--- config.mk ---
export PLATFORM = sky130hd
export DESIGN_NAME = freq_key_sel
export DESIGN_NICKNAME = d
export VERILOG_FILES = /design/src/rtl/freq_key_sel.sv
export SDC_FILE = /design/constraint.sdc
export NUM_CORES = 1
export LEC_CHECK = 0
export CAP_MARGIN = 40
export CORE_ASPECT_RATIO = 1.5
export CORE_UTILIZATION = 30
export CTS_CLUSTER_SIZE = 20
export DETAILED_ROUTE_END_ITERATION = 12
export GPL_TIMING_DRIVEN = 0
export SYNTH_ARGS = -nofsm -noshare
export SYNTH_HDL_FRONTEND = slang
export SYNTH_SLANG_ARGS = --single-unit
--- constraint.sdc ---
create_clock -name clk -period 2.8 [get_ports clk]
set_input_delay 0.56 -clock clk [delete_from_list [all_inputs] [get_ports clk]]
set_output_delay 0.56 -clock clk [all_outputs]
set_load 0.005 [all_outputs]
--- src/rtl/freq_key_sel.sv ---
// Two-button frequency selector: synchronise, debounce and edge-detect each key,
// then step the 2-bit clk_key code up or down with wrap-around.

module freq_key_deb #(
    parameter int DEBOUNCE_CYCLES = 1_000_000
) (
    input  logic clk,
    input  logic rst_n,
    input  logic key_n,
    output logic pulse
);

    localparam int CW = $clog2(DEBOUNCE_CYCLES + 1);
    localparam logic [CW-1:0] CNT_MAX = CW'(DEBOUNCE_CYCLES);
    localparam logic [CW-1:0] CNT_ONE = CW'(1);

    typedef enum logic [1:0] {
        IDLE,
        PRESS_WAIT,
        HELD,
        REL_WAIT
    } deb_state_e;

    deb_state_e      state_q, state_d;
    logic [CW-1:0]   cnt_q, cnt_d;
    logic            pulse_q, pulse_d;

    always_ff @(posedge clk or negedge rst_n) begin
        if (!rst_n) begin
            state_q <= IDLE;
            cnt_q   <= '0;
            pulse_q <= 1'b0;
        end else begin
            state_q <= state_d;
            cnt_q   <= cnt_d;
            pulse_q <= pulse_d;
        end
    end

    always_comb begin
        state_d = state_q;
        cnt_d   = cnt_q;
        pulse_d = 1'b0;
        unique case (state_q)
            IDLE: begin
                if (!key_n) begin
                    state_d = PRESS_WAIT;
                    cnt_d   = CNT_ONE;
                end
            end
            PRESS_WAIT: begin
                if (key_n) begin
                    state_d = IDLE;
                    cnt_d   = '0;
                end else if (cnt_q == CNT_MAX) begin
                    state_d = HELD;
                    cnt_d   = '0;
                    pulse_d = 1'b1;
                end else begin
                    cnt_d = cnt_q + CNT_ONE;
                end
            end
            HELD: begin
                if (key_n) begin
                    state_d = REL_WAIT;
                    cnt_d   = CNT_ONE;
                end
            end
            REL_WAIT: begin
                // A bounce during release returns to HELD so no second pulse
                if (!key_n) begin
                    state_d = HELD;
                    cnt_d   = '0;
                end else if (cnt_q == CNT_MAX) begin
                    state_d = IDLE;
                    cnt_d   = '0;
                end else begin
                    cnt_d = cnt_q + CNT_ONE;
                end
            end
            default: begin
                state_d = IDLE;
                cnt_d   = '0;
            end
        endcase
    end

    assign pulse = pulse_q;

endmodule

module freq_key_sel #(
    parameter int DEBOUNCE_CYCLES = 1_000_000
) (
    input  logic       clk,
    input  logic       rst_n,
    input  logic       key_up_n,
    input  logic       key_down_n,
    output logic [1:0] clk_key,
    output logic       sel_changed,
    output logic       key_up_pulse,
    output logic       key_down_pulse
);

    logic [1:0] up_sync_q, up_sync_d;
    logic [1:0] dn_sync_q, dn_sync_d;
    logic [1:0] clk_key_q, clk_key_d;
    logic       sel_changed_q, sel_changed_d;
    logic       up_pulse, dn_pulse;

    // Synchronisers idle at 1 so reset looks like a released key
    always_ff @(posedge clk or negedge rst_n) begin
        if (!rst_n) begin
            up_sync_q     <= 2'b11;
            dn_sync_q     <= 2'b11;
            clk_key_q     <= 2'd0;
            sel_changed_q <= 1'b0;
        end else begin
            up_sync_q     <= up_sync_d;
            dn_sync_q     <= dn_sync_d;
            clk_key_q     <= clk_key_d;
            sel_changed_q <= sel_changed_d;
        end
    end

    always_comb begin
        up_sync_d = {up_sync_q[0], key_up_n};
        dn_sync_d = {dn_sync_q[0], key_down_n};
    end

    freq_key_deb #(
        .DEBOUNCE_CYCLES(DEBOUNCE_CYCLES)
    ) u_deb_up (
        .clk  (clk),
        .rst_n(rst_n),
        .key_n(up_sync_q[1]),
        .pulse(up_pulse)
    );

    freq_key_deb #(
        .DEBOUNCE_CYCLES(DEBOUNCE_CYCLES)
    ) u_deb_dn (
        .clk  (clk),
        .rst_n(rst_n),
        .key_n(dn_sync_q[1]),
        .pulse(dn_pulse)
    );

    // Simultaneous up and down cancel out
    always_comb begin
        clk_key_d     = clk_key_q;
        sel_changed_d = 1'b0;
        unique case ({up_pulse, dn_pulse})
            2'b10: begin
                clk_key_d     = clk_key_q + 2'd1;
                sel_changed_d = 1'b1;
            end
            2'b01: begin
                clk_key_d     = clk_key_q - 2'd1;
                sel_changed_d = 1'b1;
            end
            default: begin
                clk_key_d     = clk_key_q;
                sel_changed_d = 1'b0;
            end
        endcase
    end

    assign clk_key        = clk_key_q;
    assign sel_changed    = sel_changed_q;
    assign key_up_pulse   = up_pulse;
    assign key_down_pulse = dn_pulse;

endmodule

==> metrics <==
internal power=1.42 mW; combinational share of power=23.1%; gr ovfl total=0; WL/cell=15.0 um; Leak Pwr=1.37 nW; final WL=6350 um; final worst-path cycle share=88.5%; Slew headroom=43.9%; layout cells sized above 1=8.95%; CTS HTree Levels=2; clock slew at reported path FFs=0.07 ns; vias in the first global route=2229; Main synth FF type=dfrtp_1; Seq cells post-synth=53; worst min path class=in2async; Critical Setup Path Class=reg2reg; vias=2352; Final Hold Vio Count=0; Mapped Cells=295; largest cells by area after synthesis=dfrtp_1, a31oi_1, nand2_1; NetSw=0.664 mW; most common cell in the netlist=dfrtp_1; final net count=321; status=finished clean; Cell Pwr Density=645 mW/mm^2; crit path DAT=2.68 ns; Hold Buf Count CTS=0; setup ws final=0.322 ns; Post-CTS Setup Bufs=0; largest net degree at the start of global routing=32; number of distinct library cells after synthesis=46; Clk Latency, worst-skew pair=0.29 ns; Design Power=2.08 mW; Syn Area/Cell=9.55 sq um; EDFF count, synth=0; Synthesized Nets=304; drt via density=5.56; Clock Sinks=53; part of the Yosys area used for sequential elements=47.3%; CP Max Fanout=10; Core Rows=42; worst endpoint required time=3.01 ns; die area=0.00979 sq mm; YS warnings=0; Max Root-Sink Buffers=2; first-pass GRT wire length=10800 um; part of the power in registers=42.9%; ant diodes=0; core area=0.00899 sq mm; Yosys top cell area share=43.5%; DP HPWL=4400 um; Final Slew Violations=0; Starting Density=31.3%; cell taking the most area after synthesis=dfrtp_1; Synth Cell Area=0.00282 sq mm; routability cong.=0.818; buffers added on ports=8; GR Util All Layers=14.2%; P&R area growth vs syn=14.6%; CTS root buf=clkbuf_16; CP Capture Type=flop; die height=121 um; DRC=0; Worst setup SP type=flop; Setup-failing EPs final=0; MaxCap Viol Count=0; RSZ-0062 raised after global routing=no; Worst VDD drop=0.000546 V; worst-margin pin slew=0.834 ns; fraction of registers with async set/reset=100%; Post-Place Setup Slack=0.329 ns; Antenna Violating Nets Remaining=0; Clk network pwr share=34.0%; Peak Freq=404 MHz; cts bufs inserted=5; skew final=0.00592 ns; cts repair resizes=0; synth cell count leaders=dfrtp_1, nand2_1, a31oi_1, nand3_1, a21oi_1; first drt pass iteration count=5; Ports=9; initial antenna violation count=0; CTS tree=built; Iter 0 DRT Violations=238; Die Span X=81.1 um; sw frac=31.9%; fin crit period=2.48 ns
==> final timing paths <==
check                             startpoint                 end  slack, ns  cells after the start
max                        u_deb_up.cnt_q[0]  u_deb_up.cnt_q[12]       0.32                      9
min                                    rst_n   u_deb_up.cnt_q[5]       0.26                      1
max reg2reg                u_deb_up.cnt_q[0]  u_deb_up.cnt_q[12]       0.32                      9
min reg2reg                     dn_sync_q[0]        dn_sync_q[1]       0.36                      0
max in group asynchronous              rst_n        dn_sync_q[1]       1.91                      2
min in group clk                dn_sync_q[0]        dn_sync_q[1]       0.36                      0
==> cell type report <==
cell class                 instances  area (sq um)
clock buffer                       6           129
tap                              110           138
sequential                        53          1330
inverter                           8          30.0
fill                             892          5760
timing repair buffer              10           105
buffer                            13          75.1
clock inverter                     2          38.8
multi-input combinational        221          1380
==> metal layers <==
layer | GRT usage (%) | up-vias | wire (um)
met4 | 5.13 | 0 | 104
met5 | 0 | - | 0
li1 | - | 1138 | -
met3 | 1.81 | 8 | 140
met1 | 17.5 | 1169 | 2720
met2 | 24.7 | 37 | 3380
==> power by group through the flow <==
stage | combinational (mW) | clock (mW) | sequential [mW]
6_report | 0.480 | 0.707 | 0.894
5_1_grt | 0.531 | 0.752 | 0.902
4_1_cts | 0.484 | 0.727 | 0.894
3_5_place_dp | 0.482 | 0 | 0.908
3_3_place_gp | 0.469 | 0 | 0.905
2_1_floorplan | 0.349 | 0 | 0.887
==> critical path, stage by stage, from the launching register on <==
cell	delay [ns]
dfrtp_1	0.41
inv_1	0.09
ha_1	0.21
nor4b_1	0.13
and4_1	0.23
a21oi_1	0.47
buf_2	0.32
buf_2	0.27
nand2_1	0.08
a31oi_1	0.18
==> registers in the layout, summed over array words and instances (netlist names), named ones only <==
| register | count |
|---|---|
| u_deb_dn.state_q | 1 |
| u_deb_up.cnt_q | 20 |
| up_sync_q | 2 |
| sel_changed | 1 |
| clk_key | 2 |
| u_deb_dn.cnt_q | 20 |
| u_deb_up.pulse | 1 |
| u_deb_dn.pulse | 1 |
| dn_sync_q | 2 |
| u_deb_up.state_q | 1 |
==> through the flow <==
step	area (sq um)	TNS, ns	util [%]	std cells	hold slack, ns
after floorplan	2820	0	-	295	0.264
after global placement	3030	-25.70	33.8	413	0.346
after detailed placement	3060	0	34.0	415	0.349
after CTS	3230	0	35.9	423	0.287
after global routing	3230	0	35.9	423	0.310
final	3230	0	35.9	423	0.261
==> cells by family (layout without fill, tap and decap cells) <==
| family | Yosys count | in the layout | synth area share [%] |
|---|---|---|---|
| buffers and inverters | 21 | 39 | 3.73 |
| DFF | 53 | 53 | 47.3 |
| muxes | 2 | 2 | 0.711 |
| xor gates and xnor gates | 9 | 9 | 2.80 |
| AOI/OAI and AO/OA | 85 | 85 | 20.3 |
| adders and majority gates | 5 | 5 | 2.22 |
| and+or+nand+nor | 120 | 120 | 22.9 |
==> layout by cell type, fill, tap and decap left out, drive strengths merged, types with 2 or more instances in the layout <==
| cell type | synthesis | routed |
|---|---|---|
| dfrtp | 49 | 49 |
| nand2 | 35 | 35 |
| a31oi | 32 | 32 |
| nand3 | 23 | 23 |
| a21oi | 19 | 19 |
| nor2 | 14 | 14 |
| clkbuf | 7 | 13 |
| and3 | 11 | 11 |
| o21ai | 11 | 11 |
| inv | 8 | 8 |
| buf | 6 | 8 |
| nand2b | 7 | 7 |
| clkdlybuf4s50 | 0 | 7 |
| a22o | 6 | 6 |
| xnor2 | 5 | 5 |
| a41oi | 5 | 5 |
| ha | 5 | 5 |
| nor4 | 5 | 5 |
| nand4 | 4 | 4 |
| and4 | 4 | 4 |
| and2 | 4 | 4 |
| xor2 | 4 | 4 |
| a21o | 4 | 4 |
| dfstp | 4 | 4 |
| nor4b | 3 | 3 |
| nor3 | 3 | 3 |
| mux2i | 2 | 2 |
| or4b | 2 | 2 |
| o31ai | 2 | 2 |
(Power assumes the default switching activity.)
